===== config.mk =====
export PLATFORM = sky130hd
export DESIGN_NAME = acorn128_process_core_flat
export DESIGN_NICKNAME = d
export VERILOG_FILES = /design/src/rtl/acorn128_process_if.sv /design/src/rtl/acorn128_process_core.sv /design/src/flat_wrapper.sv
export SDC_FILE = /design/constraint.sdc
export NUM_CORES = 2
export LEC_CHECK = 0
export CORE_AREA = 3 3 314 316
export DETAILED_ROUTE_END_ITERATION = 12
export DIE_AREA = 0 0 317 319
export PLACE_DENSITY = 0.72
export SYNTH_ARGS = -nofsm -noshare
export SYNTH_HDL_FRONTEND = slang
export SYNTH_SLANG_ARGS = --single-unit

===== constraint.sdc =====
create_clock -name clk -period 2.75 [get_ports clk]
set_input_delay 0.55 -clock clk [delete_from_list [all_inputs] [get_ports clk]]
set_output_delay 0.55 -clock clk [all_outputs]
set_load 0.01 [all_outputs]

===== src/rtl/acorn128_process_if.sv =====
// Handshake and data bundle for acorn128_process_core.
// The block drives busy/done and the result words; the requester drives the rest.
interface acorn128_process_if;
  logic         start_in;
  logic [292:0] state_in;
  logic [127:0] ad_in;
  logic [127:0] plaintext_in;
  logic [127:0] ciphertext_out;
  logic [127:0] tag_out;
  logic         busy_out;
  logic         done_out;

  modport master (
    output start_in, state_in, ad_in, plaintext_in,
    input  ciphertext_out, tag_out, busy_out, done_out
  );

  modport slave (
    input  start_in, state_in, ad_in, plaintext_in,
    output ciphertext_out, tag_out, busy_out, done_out
  );
endinterface


===== src/rtl/acorn128_process_core.sv =====
// Bit-serial ACORN-128 back end: AD absorption, encryption, finalization; one step per clk.
// Optional macro ACORN_TRACE_EN adds simulation-only phase/tag printouts.
module acorn128_process_core (
  input  logic               clk,
  input  logic               rst,
  acorn128_process_if.slave  bus
);
  typedef enum logic [2:0] {S_IDLE, S_AD, S_ENC, S_FINAL, S_DONE} fsm_t;

  fsm_t         cur, nxt;
  logic [10:0]  cnt;
  logic [292:0] st, st_nxt;
  logic [127:0] ad_sr, pt_sr, ct_acc, tag_acc, ct_q, tag_q;

  logic start_acc, step_en, last_step, finish;
  logic m_bit, ca, cb, ks;
  logic shift_ad, shift_pt, cap_tag;
  logic busy, done;
  logic in_word, pad_one, ca_win;

  assign in_word = (cnt < 11'd128);
  assign pad_one = (cnt == 11'd128);
  assign ca_win  = (cnt < 11'd256);

  // ---------------- FSM: state register ----------------
  always_ff @(posedge clk) begin
    if (!rst) cur <= S_IDLE;
    else      cur <= nxt;
  end

  // ---------------- FSM: next state ----------------
  always_comb begin
    nxt = cur;
    case (cur)
      S_IDLE:  if (bus.start_in)       nxt = S_AD;
      S_AD:    if (cnt == 11'd383)     nxt = S_ENC;
      S_ENC:   if (cnt == 11'd383)     nxt = S_FINAL;
      S_FINAL: if (cnt == 11'd767)     nxt = S_DONE;
      S_DONE:  if (bus.start_in)       nxt = S_AD;
      default:                         nxt = S_IDLE;
    endcase
  end

  // ---------------- FSM: outputs / step controls ----------------
  always_comb begin
    start_acc = 1'b0;
    step_en   = 1'b0;
    last_step = 1'b0;
    finish    = 1'b0;
    m_bit     = 1'b0;
    ca        = 1'b0;
    cb        = 1'b0;
    shift_ad  = 1'b0;
    shift_pt  = 1'b0;
    cap_tag   = 1'b0;
    busy      = 1'b0;
    done      = 1'b0;
    case (cur)
      S_IDLE: start_acc = bus.start_in;
      S_AD: begin
        step_en   = 1'b1;
        busy      = 1'b1;
        cb        = 1'b1;
        ca        = ca_win;
        shift_ad  = in_word;
        m_bit     = in_word ? ad_sr[0] : pad_one;
        last_step = (cnt == 11'd383);
      end
      S_ENC: begin
        step_en   = 1'b1;
        busy      = 1'b1;
        ca        = ca_win;
        shift_pt  = in_word;
        m_bit     = in_word ? pt_sr[0] : pad_one;
        last_step = (cnt == 11'd383);
      end
      S_FINAL: begin
        step_en   = 1'b1;
        busy      = 1'b1;
        ca        = 1'b1;
        cb        = 1'b1;
        cap_tag   = (cnt >= 11'd640);
        last_step = (cnt == 11'd767);
        finish    = last_step;
      end
      S_DONE: begin
        done      = 1'b1;
        start_acc = bus.start_in;
      end
      default: ;
    endcase
  end

  // ---------------- one state-update step ----------------
  // In-place feedback updates are order dependent: each line sees the results of the lines above.
  always_comb begin
    logic [292:0] t;
    logic         f;
    t = st;
    t[289] = t[289] ^ t[235] ^ t[230];
    t[230] = t[230] ^ t[196] ^ t[193];
    t[193] = t[193] ^ t[160] ^ t[154];
    t[154] = t[154] ^ t[111] ^ t[107];
    t[107] = t[107] ^ t[66]  ^ t[61];
    t[61]  = t[61]  ^ t[23]  ^ t[0];
    ks = t[12] ^ t[154]
       ^ ((t[235] & t[61]) ^ (t[235] & t[193]) ^ (t[61] & t[193]))
       ^ ((t[230] & t[111]) ^ (~t[230] & t[66]));
    f  = t[0] ^ ~t[107]
       ^ ((t[244] & t[23]) ^ (t[244] & t[160]) ^ (t[23] & t[160]))
       ^ (ca & t[196]) ^ (cb & ks) ^ m_bit;
    st_nxt = {f, t[292:1]};
  end

  // ---------------- datapath registers ----------------
  always_ff @(posedge clk) begin
    if (!rst) begin
      st      <= '0;
      cnt     <= '0;
      ad_sr   <= '0;
      pt_sr   <= '0;
      ct_acc  <= '0;
      tag_acc <= '0;
      ct_q    <= '0;
      tag_q   <= '0;
    end else if (start_acc) begin
      st    <= bus.state_in;
      ad_sr <= bus.ad_in;
      pt_sr <= bus.plaintext_in;
      cnt   <= '0;
    end else if (step_en) begin
      st  <= st_nxt;
      cnt <= last_step ? 11'd0 : cnt + 11'd1;
      // Word inputs are consumed LSB first by shifting right once per absorbed bit.
      if (shift_ad) ad_sr <= {1'b0, ad_sr[127:1]};
      if (shift_pt) begin
        pt_sr  <= {1'b0, pt_sr[127:1]};
        ct_acc <= {pt_sr[0] ^ ks, ct_acc[127:1]};
      end
      if (cap_tag) tag_acc <= {ks, tag_acc[127:1]};
      // Published words move only at completion so they hold across the next run.
      if (finish) begin
        ct_q  <= ct_acc;
        tag_q <= {ks, tag_acc[127:1]};
      end
    end
  end

  assign bus.ciphertext_out = ct_q;
  assign bus.tag_out        = tag_q;
  assign bus.busy_out       = busy;
  assign bus.done_out       = done;

`ifdef ACORN_TRACE_EN
  int unsigned trace_cyc;
  always_ff @(posedge clk) begin
    if (!rst) trace_cyc <= 0;
    else      trace_cyc <= trace_cyc + 1;
    if (rst && (cur != nxt))
      $display("acorn128: enter %s at cycle %0d", nxt.name(), trace_cyc);
    if (rst && finish)
      $display("acorn128: tag %h", {ks, tag_acc[127:1]});
  end
`else
  // synthesis builds carry no trace logic
`endif

endmodule


===== src/flat_wrapper.sv =====
// flat-port wrapper written by rule: the top's interface ports become plain ports
module acorn128_process_core_flat 
  (clk, rst, bus_start_in, bus_state_in, bus_ad_in, bus_plaintext_in, bus_ciphertext_out, bus_tag_out, bus_busy_out, bus_done_out);
  acorn128_process_if bus_i ();
  input  logic clk;
  input  logic rst;
  input wire logic [$bits(bus_i.start_in)-1:0] bus_start_in;
  input wire logic [$bits(bus_i.state_in)-1:0] bus_state_in;
  input wire logic [$bits(bus_i.ad_in)-1:0] bus_ad_in;
  input wire logic [$bits(bus_i.plaintext_in)-1:0] bus_plaintext_in;
  output wire logic [$bits(bus_i.ciphertext_out)-1:0] bus_ciphertext_out;
  output wire logic [$bits(bus_i.tag_out)-1:0] bus_tag_out;
  output wire logic [$bits(bus_i.busy_out)-1:0] bus_busy_out;
  output wire logic [$bits(bus_i.done_out)-1:0] bus_done_out;
  assign bus_i.start_in = bus_start_in;
  assign bus_i.state_in = bus_state_in;
  assign bus_i.ad_in = bus_ad_in;
  assign bus_i.plaintext_in = bus_plaintext_in;
  assign bus_ciphertext_out = bus_i.ciphertext_out;
  assign bus_tag_out = bus_i.tag_out;
  assign bus_busy_out = bus_i.busy_out;
  assign bus_done_out = bus_i.done_out;
  acorn128_process_core u_core (.clk(clk), .rst(rst), .bus(bus_i));
endmodule

* After elaboration in Yosys (flattened, before gate mapping)
Cells that the tools add are included.
** Storage, ports and cells
- Register bits :: 1075
- Input port bits :: 552
** Operators by class
- Add/subtract/negate cells :: 1
- Magnitude comparators :: 3
- Eq/ne operators :: 11
- Multiplexer cells :: 27
- Bitwise operators :: 40
- Reductions and logical operators :: 15
** Operator list (count)
- 128-bit 2-to-1 mux :: 6
- 293-bit 2-to-1 mux :: 2
- 1-bit XOR :: 26
- 3-bit 2-to-1 mux :: 4
- 3-bit one-hot mux with 4 select lines :: 1
- 11-bit by 1-bit adder with 11-bit output (second input constant) :: 1
- 11-bit by 10-bit equality test with 1-bit output (second input constant) :: 1
- 11-bit by 8-bit equality test with 1-bit output (second input constant) :: 1
- 11-bit by 9-bit equality test with 1-bit output (second input constant) :: 1
- 11-bit by 10-bit >= comparator with 1-bit output (second input constant) :: 1
- 11-bit by 8-bit less-than comparator with 1-bit output (second input constant) :: 1
- 11-bit by 9-bit less-than comparator with 1-bit output (second input constant) :: 1
- 11-bit 2-to-1 mux :: 1
- 1-bit AND :: 10
- 1-bit 2-to-1 mux :: 10
- 3-bit AND reduction :: 3
- 2-bit by 1-bit != test with 1-bit output (second input constant) :: 4
- 2-bit OR reduction :: 4
- 3-bit by 2-bit equality test with 1-bit output (second input constant) :: 2
- 1-bit one-hot mux with 2 select lines :: 3
- 2-bit nonzero test :: 3
- 1-bit inverter :: 4
- 2-bit AND reduction :: 2
- 4-bit AND reduction :: 1
- 4 further kinds :: 4

* Longest topological paths before layout
- Depth after elaboration :: 12
- Depth in mapped cells :: 10
- Depth with buffers taken out :: 8

* Worst setup path after synthesis
OpenSTA, ideal clock, no wires.
- Kind :: register to register
- Start point :: register u_core.cur[1]
- End point :: register u_core.st[292]
- Arrival time :: 1.846 ns
- Data required time :: 2.620 ns
- Slack :: 0.774 ns
- Cell stages (with the launch flop) :: 11
- Path through :: dfxtp_1 > buf_4 > nor2_2 > or2_1 > buf_6 > inv_4 > nand2_1 > or3_1 > a31o_1 > a2111oi_2 > a211oi_1
** On the way
- Word-level cells in the longest chain between the ends :: 9
- Elaborated cells between the ends (all ways) :: 22
** Ends and longest elaborated chain
- start, declared :: line acorn128_process_core.sv:10 : fsm_t cur, nxt;
- start signal, assigned :: line acorn128_process_core.sv:28 : else cur <= nxt;
- 3-bit by 1-bit equality test with 1-bit output / 3-bit by 2-bit equality test with 1-bit output (equally long branches) :: line acorn128_process_core.sv:58 : case (cur)
- 2-bit OR reduction (no source line)
- 1-bit one-hot mux with 2 select lines :: line acorn128_process_core.sv:58
- 1-bit AND :: line acorn128_process_core.sv:111 : ^ (ca & t[196]) ^ (cb & ks) ^ m_bit;
- 1-bit XOR (3 in a row) :: line acorn128_process_core.sv:111
- 293-bit 2-to-1 mux :: line acorn128_process_core.sv:131 : end else if (step_en) begin
- 293-bit 2-to-1 mux :: line acorn128_process_core.sv:126 : end else if (start_acc) begin
- end signal, assigned :: line acorn128_process_core.sv:127 : st <= bus.state_in;
- end signal, assigned :: line acorn128_process_core.sv:132 : st <= st_nxt;
- end, declared :: line acorn128_process_core.sv:12 : logic [292:0] st, st_nxt;
Several ways; a longest one is shown, not always the timed one. The select of a mux whose other input is x is not followed.
A chain may end at the register's enable or synchronous reset.

* Worst setup path in the final report
- Start point :: register u_core.cur[2]
- End point :: output port bus_busy_out
** On the way
- Word-level cells in the longest chain between the ends :: 3
- Elaborated cells between the ends (all ways) :: 5
** Ends and longest elaborated chain
- 3-bit by 1-bit equality test with 1-bit output / 3-bit by 2-bit equality test with 1-bit output (equally long branches) :: line acorn128_process_core.sv:58
- 3-bit OR reduction (no source line) *
- 1-bit 2-to-1 mux * :: line acorn128_process_core.sv:58
- end, declared :: line flat_wrapper.sv:13 : output wire logic [$bits(bus_i.busy_out)-1:0] bus_busy_out;
Mark *: on every way between the ends. The rest lies on a longest branch, timed or not.

==> out/metrics.yaml <==
status:
  status: "finished clean"
route:
  drt_pass1_iterations: 6
  drt-met1-wl_mm: 52.6
  dr_wl_met2_mm: 60.0
  final_antenna_net_count: 0
  drt_iter0_markers: 3823
  drc: 0
  wirelength_mm: 127
  topRoutingLayerUsed: "met5"
  routedWlPerCell_um: 17.3
  num_vias: 39217
  met3_length_mm: 8.58
  detail_route.vias_per_cell: 5.34
synthesis:
  synth_common_cells: "nand2_1, dfxtp_1, nor2_1"
  synthMuxAreaShare_pct: 0.0481
  synth.area.top_cells: "dfxtp_1, nand2_1, a311oi_1"
  synth_xor_area_share_pct: 0.652
  syn_inst: 5406
  avgSynthCellArea_sq_um: 7.70
  yosysUniqueCellTypes: 51
  synthFlopType: "dfxtp_1"
  synth_edf_count: 0
  ys_async_sr_fraction_pct: 0
  post-synth-top-count-cell: "nand2_1"
  ys_seq_area_share_pct: 51.7
  ys_ff_latch: 1074
  netlist_area_sq_um: 41600
  synth_warnings: 0
  synth-simple-area-share_pct: 24.9
  yosysTopAreaCell: "dfxtp_1"
  synth_nets: 5960
  synth_top_family_by_area: "simple AND/OR/NAND/NOR gates"
  synthAdderAreaFrac_pct: 0.108
  synth_compound_area_share_pct: 18.0
  synth_top_area_share_pct: 51.7
pwr:
  leakagePower_nw: 18.6
  power_density_nw_per_um2: 642
  clockPowerShare_pct: 42.2
  pwr-share-comb_pct: 10.0
  p_seq_share_pct: 47.8
  p_int_mw: 26.6
  fin_total_pwr_mw: 35.1
  irDropWorstVdd_mv: 0.532
  p_switching_mw: 8.47
  switching_share_pct: 24.1
grt:
  antenna_found_initial: 44
  grt_usage_pct: 23.9
  grt_max_degree: 255
  grt_pass1_wl_mm: 196
  overflow: 0
  grt_pass1_vias: 36401
worst_setup_path:
  path_class: "reg2out"
  startpoint_type: "register"
  r2r_start: "u_core.cnt[8]"
  critPathArrivalTime_ns: 2.01
  cp_num_cells: 4
  reg2reg_depth: 6
  cp_max_fo: 13
  slowest_stage: "dlygate4sd2_1"
  path_buf_inv: 3
  rr_endpoint: "u_core.ad_sr[99]"
  cp_cell_sequence: "buf_4, or2_4, inv_8, dlygate4sd2_1"
  crit_family: "buffers and inverters"
  end_kind: "primary output"
  ff2ff_setup_slack_ns: 0.33
  endpoint: "bus_busy_out"
  cpPeakStageDelay_ns: 0.40
  crit_start: "u_core.cur[2]"
  worstPathRequired_ns: 2.20
cts:
  cts_resized: 3
  clock_sinks: 1074
  cts_hold_buf: 0
  cts_made_buffers: 109
  root_buffer: "clkbuf_16"
  htree_levels: 3
  clockBufferDepth: 3
  tritoncts: "yes"
  clk_pin_slew_ns: 0.06
  postCtsSetupBuffers: 0
  clk_latency_ns: 0.68
finish:
  nets: 6513
  instances_no_fill: 7343
  final_layout_size_suffix_gt1_share_pct: 4.83
  fin_area_sq_um: 54700
  area_growth_pct: 31.3
  fin_util_pct: 56.8
min_path:
  hold_class: "in2reg"
die:
  dieHeight_um: 319
  num_io_pins: 810
  core_sq_um: 96300
  die-area_sq_um: 101000
  start_util_pct: 43.2
  rows: 114
  die_w_um: 317
timing:
  fin_crit_ns: 2.56
  fin_worst_skew_ns: 0.0285
  slew_viol_final: 0
  rsz0062_at_grt: "no"
  finalHoldViolations: 0
  max_slew_margin_pct: 23.0
  setup_violations: 0
  fmax_ghz: 0.391
  setup_tns_ns: 0
  hold_ws_ns: 0.445
  setup_slack_ns: 0.192
  tightestPinTransition_ns: 1.15
  finalCritPeriodShare_pct: 93.0
placement:
  dpl_cell_area_sq_um: 51000
  hpwlAfterDp_mm: 86.3
  dp_slack_ns: 0.317
  dp_cells: 7124
  place_congestion: 0.859
  io_buffer_count: 809
job:
  cap_violations: 0
cell type report:
type / count / area, sq um
clock buffers: 164 / 3240
repair buffers: 920 / 9620
fillers: 8739 / 41600
well taps: 1276 / 1600
clock inverters: 28 / 339
inverters: 7 / 41.3
diodes: 27 / 67.6
multi-input cells: 3847 / 18300
flip-flops and latches: 1074 / 21500
worst min-delay path: cells and delay by family:
family / cells / cell delay, ns
AOI/OAI and AO/OA: 1 / 0.07
buffers and inverters: 1 / 0.40
and+or+nand+nor: 1 / 0.06
layout by cell type (no fill, tap or decap), drive strengths merged, types with 2 or more instances in the layout:
| cell | count |
|---|---|
| a311oi | 541 |
| nor2 | 570 |
| xnor3 | 2 |
| a21oi | 522 |
| ha | 2 |
| nand3 | 6 |
| mux2i | 2 |
| bufinv | 6 |
| nand4 | 4 |
| nand2b | 2 |
| dfxtp | 1074 |
| diode | 27 |
| o21ai | 8 |
| o31ai | 2 |
| or3 | 3 |
| xnor2 | 16 |
| and3b | 3 |
| or2 | 2 |
| clkinv | 16 |
| clkdlybuf4s50 | 807 |
| a211oi | 2 |
| maj3 | 2 |
| and3 | 5 |
| inv | 11 |
| clkbuf | 164 |
| xor2 | 9 |
| dlygate4sd2 | 2 |
| nand2 | 2121 |
| buf | 111 |
| clkinvlp | 2 |
| nor3 | 6 |
flip-flops by register name, indices dropped and copies added (netlist names):
signal	count
u_core.tag_acc	127
u_core.bus.tag_out	128
u_core.bus.ciphertext_out	128
u_core.cnt	11
u_core.ct_acc	128
u_core.pt_sr	128
u_core.cur	3
u_core.ad_sr	128
u_core.st	293
per-layer routing:
metal / up-vias / GRT usage (%)
met5: - / 0
met4: 22 / 11.4
li1: 19305 / -
met2: 1137 / 38.9
met3: 252 / 5.49
met1: 18501 / 29.7
power by group through the flow:
stage          clock network [mW]  registers [mW]  logic (mW)
6_report                     14.8            16.8        3.51
5_1_grt                      15.7            16.9        3.87
4_1_cts                      15.1            16.8        3.52
3_5_place_dp                    0            17.1        3.50
3_3_place_gp                    0            17.1        3.45
2_1_floorplan                   0            17.0        2.02
logic make-up after synthesis:
group	Yosys count
AOI/OAI and AO/OA	1085
xor gates and xnor gates	27
and+or+nand+nor	2729
DFF	1074
muxes	2
adders and majority gates	4
buffers and inverters	485
worst min path at each step:
stage                                        from                            end  slack (ns)  cells after the start
global route                        bus_ad_in[92]               u_core.ad_sr[92]        0.42                      3
CTS                                 bus_ad_in[49]               u_core.ad_sr[49]        0.39                      3
detailed placement         u_core.bus.tag_out[56]         u_core.bus.tag_out[56]        0.44                      2
floorplan                        u_core.ct_acc[0]   u_core.bus.ciphertext_out[0]        0.44                      2
finish                              bus_ad_in[86]               u_core.ad_sr[86]        0.45                      3
global placement    u_core.bus.ciphertext_out[21]  u_core.bus.ciphertext_out[21]        0.44                      2
Power figures use the tool's default switching activity.
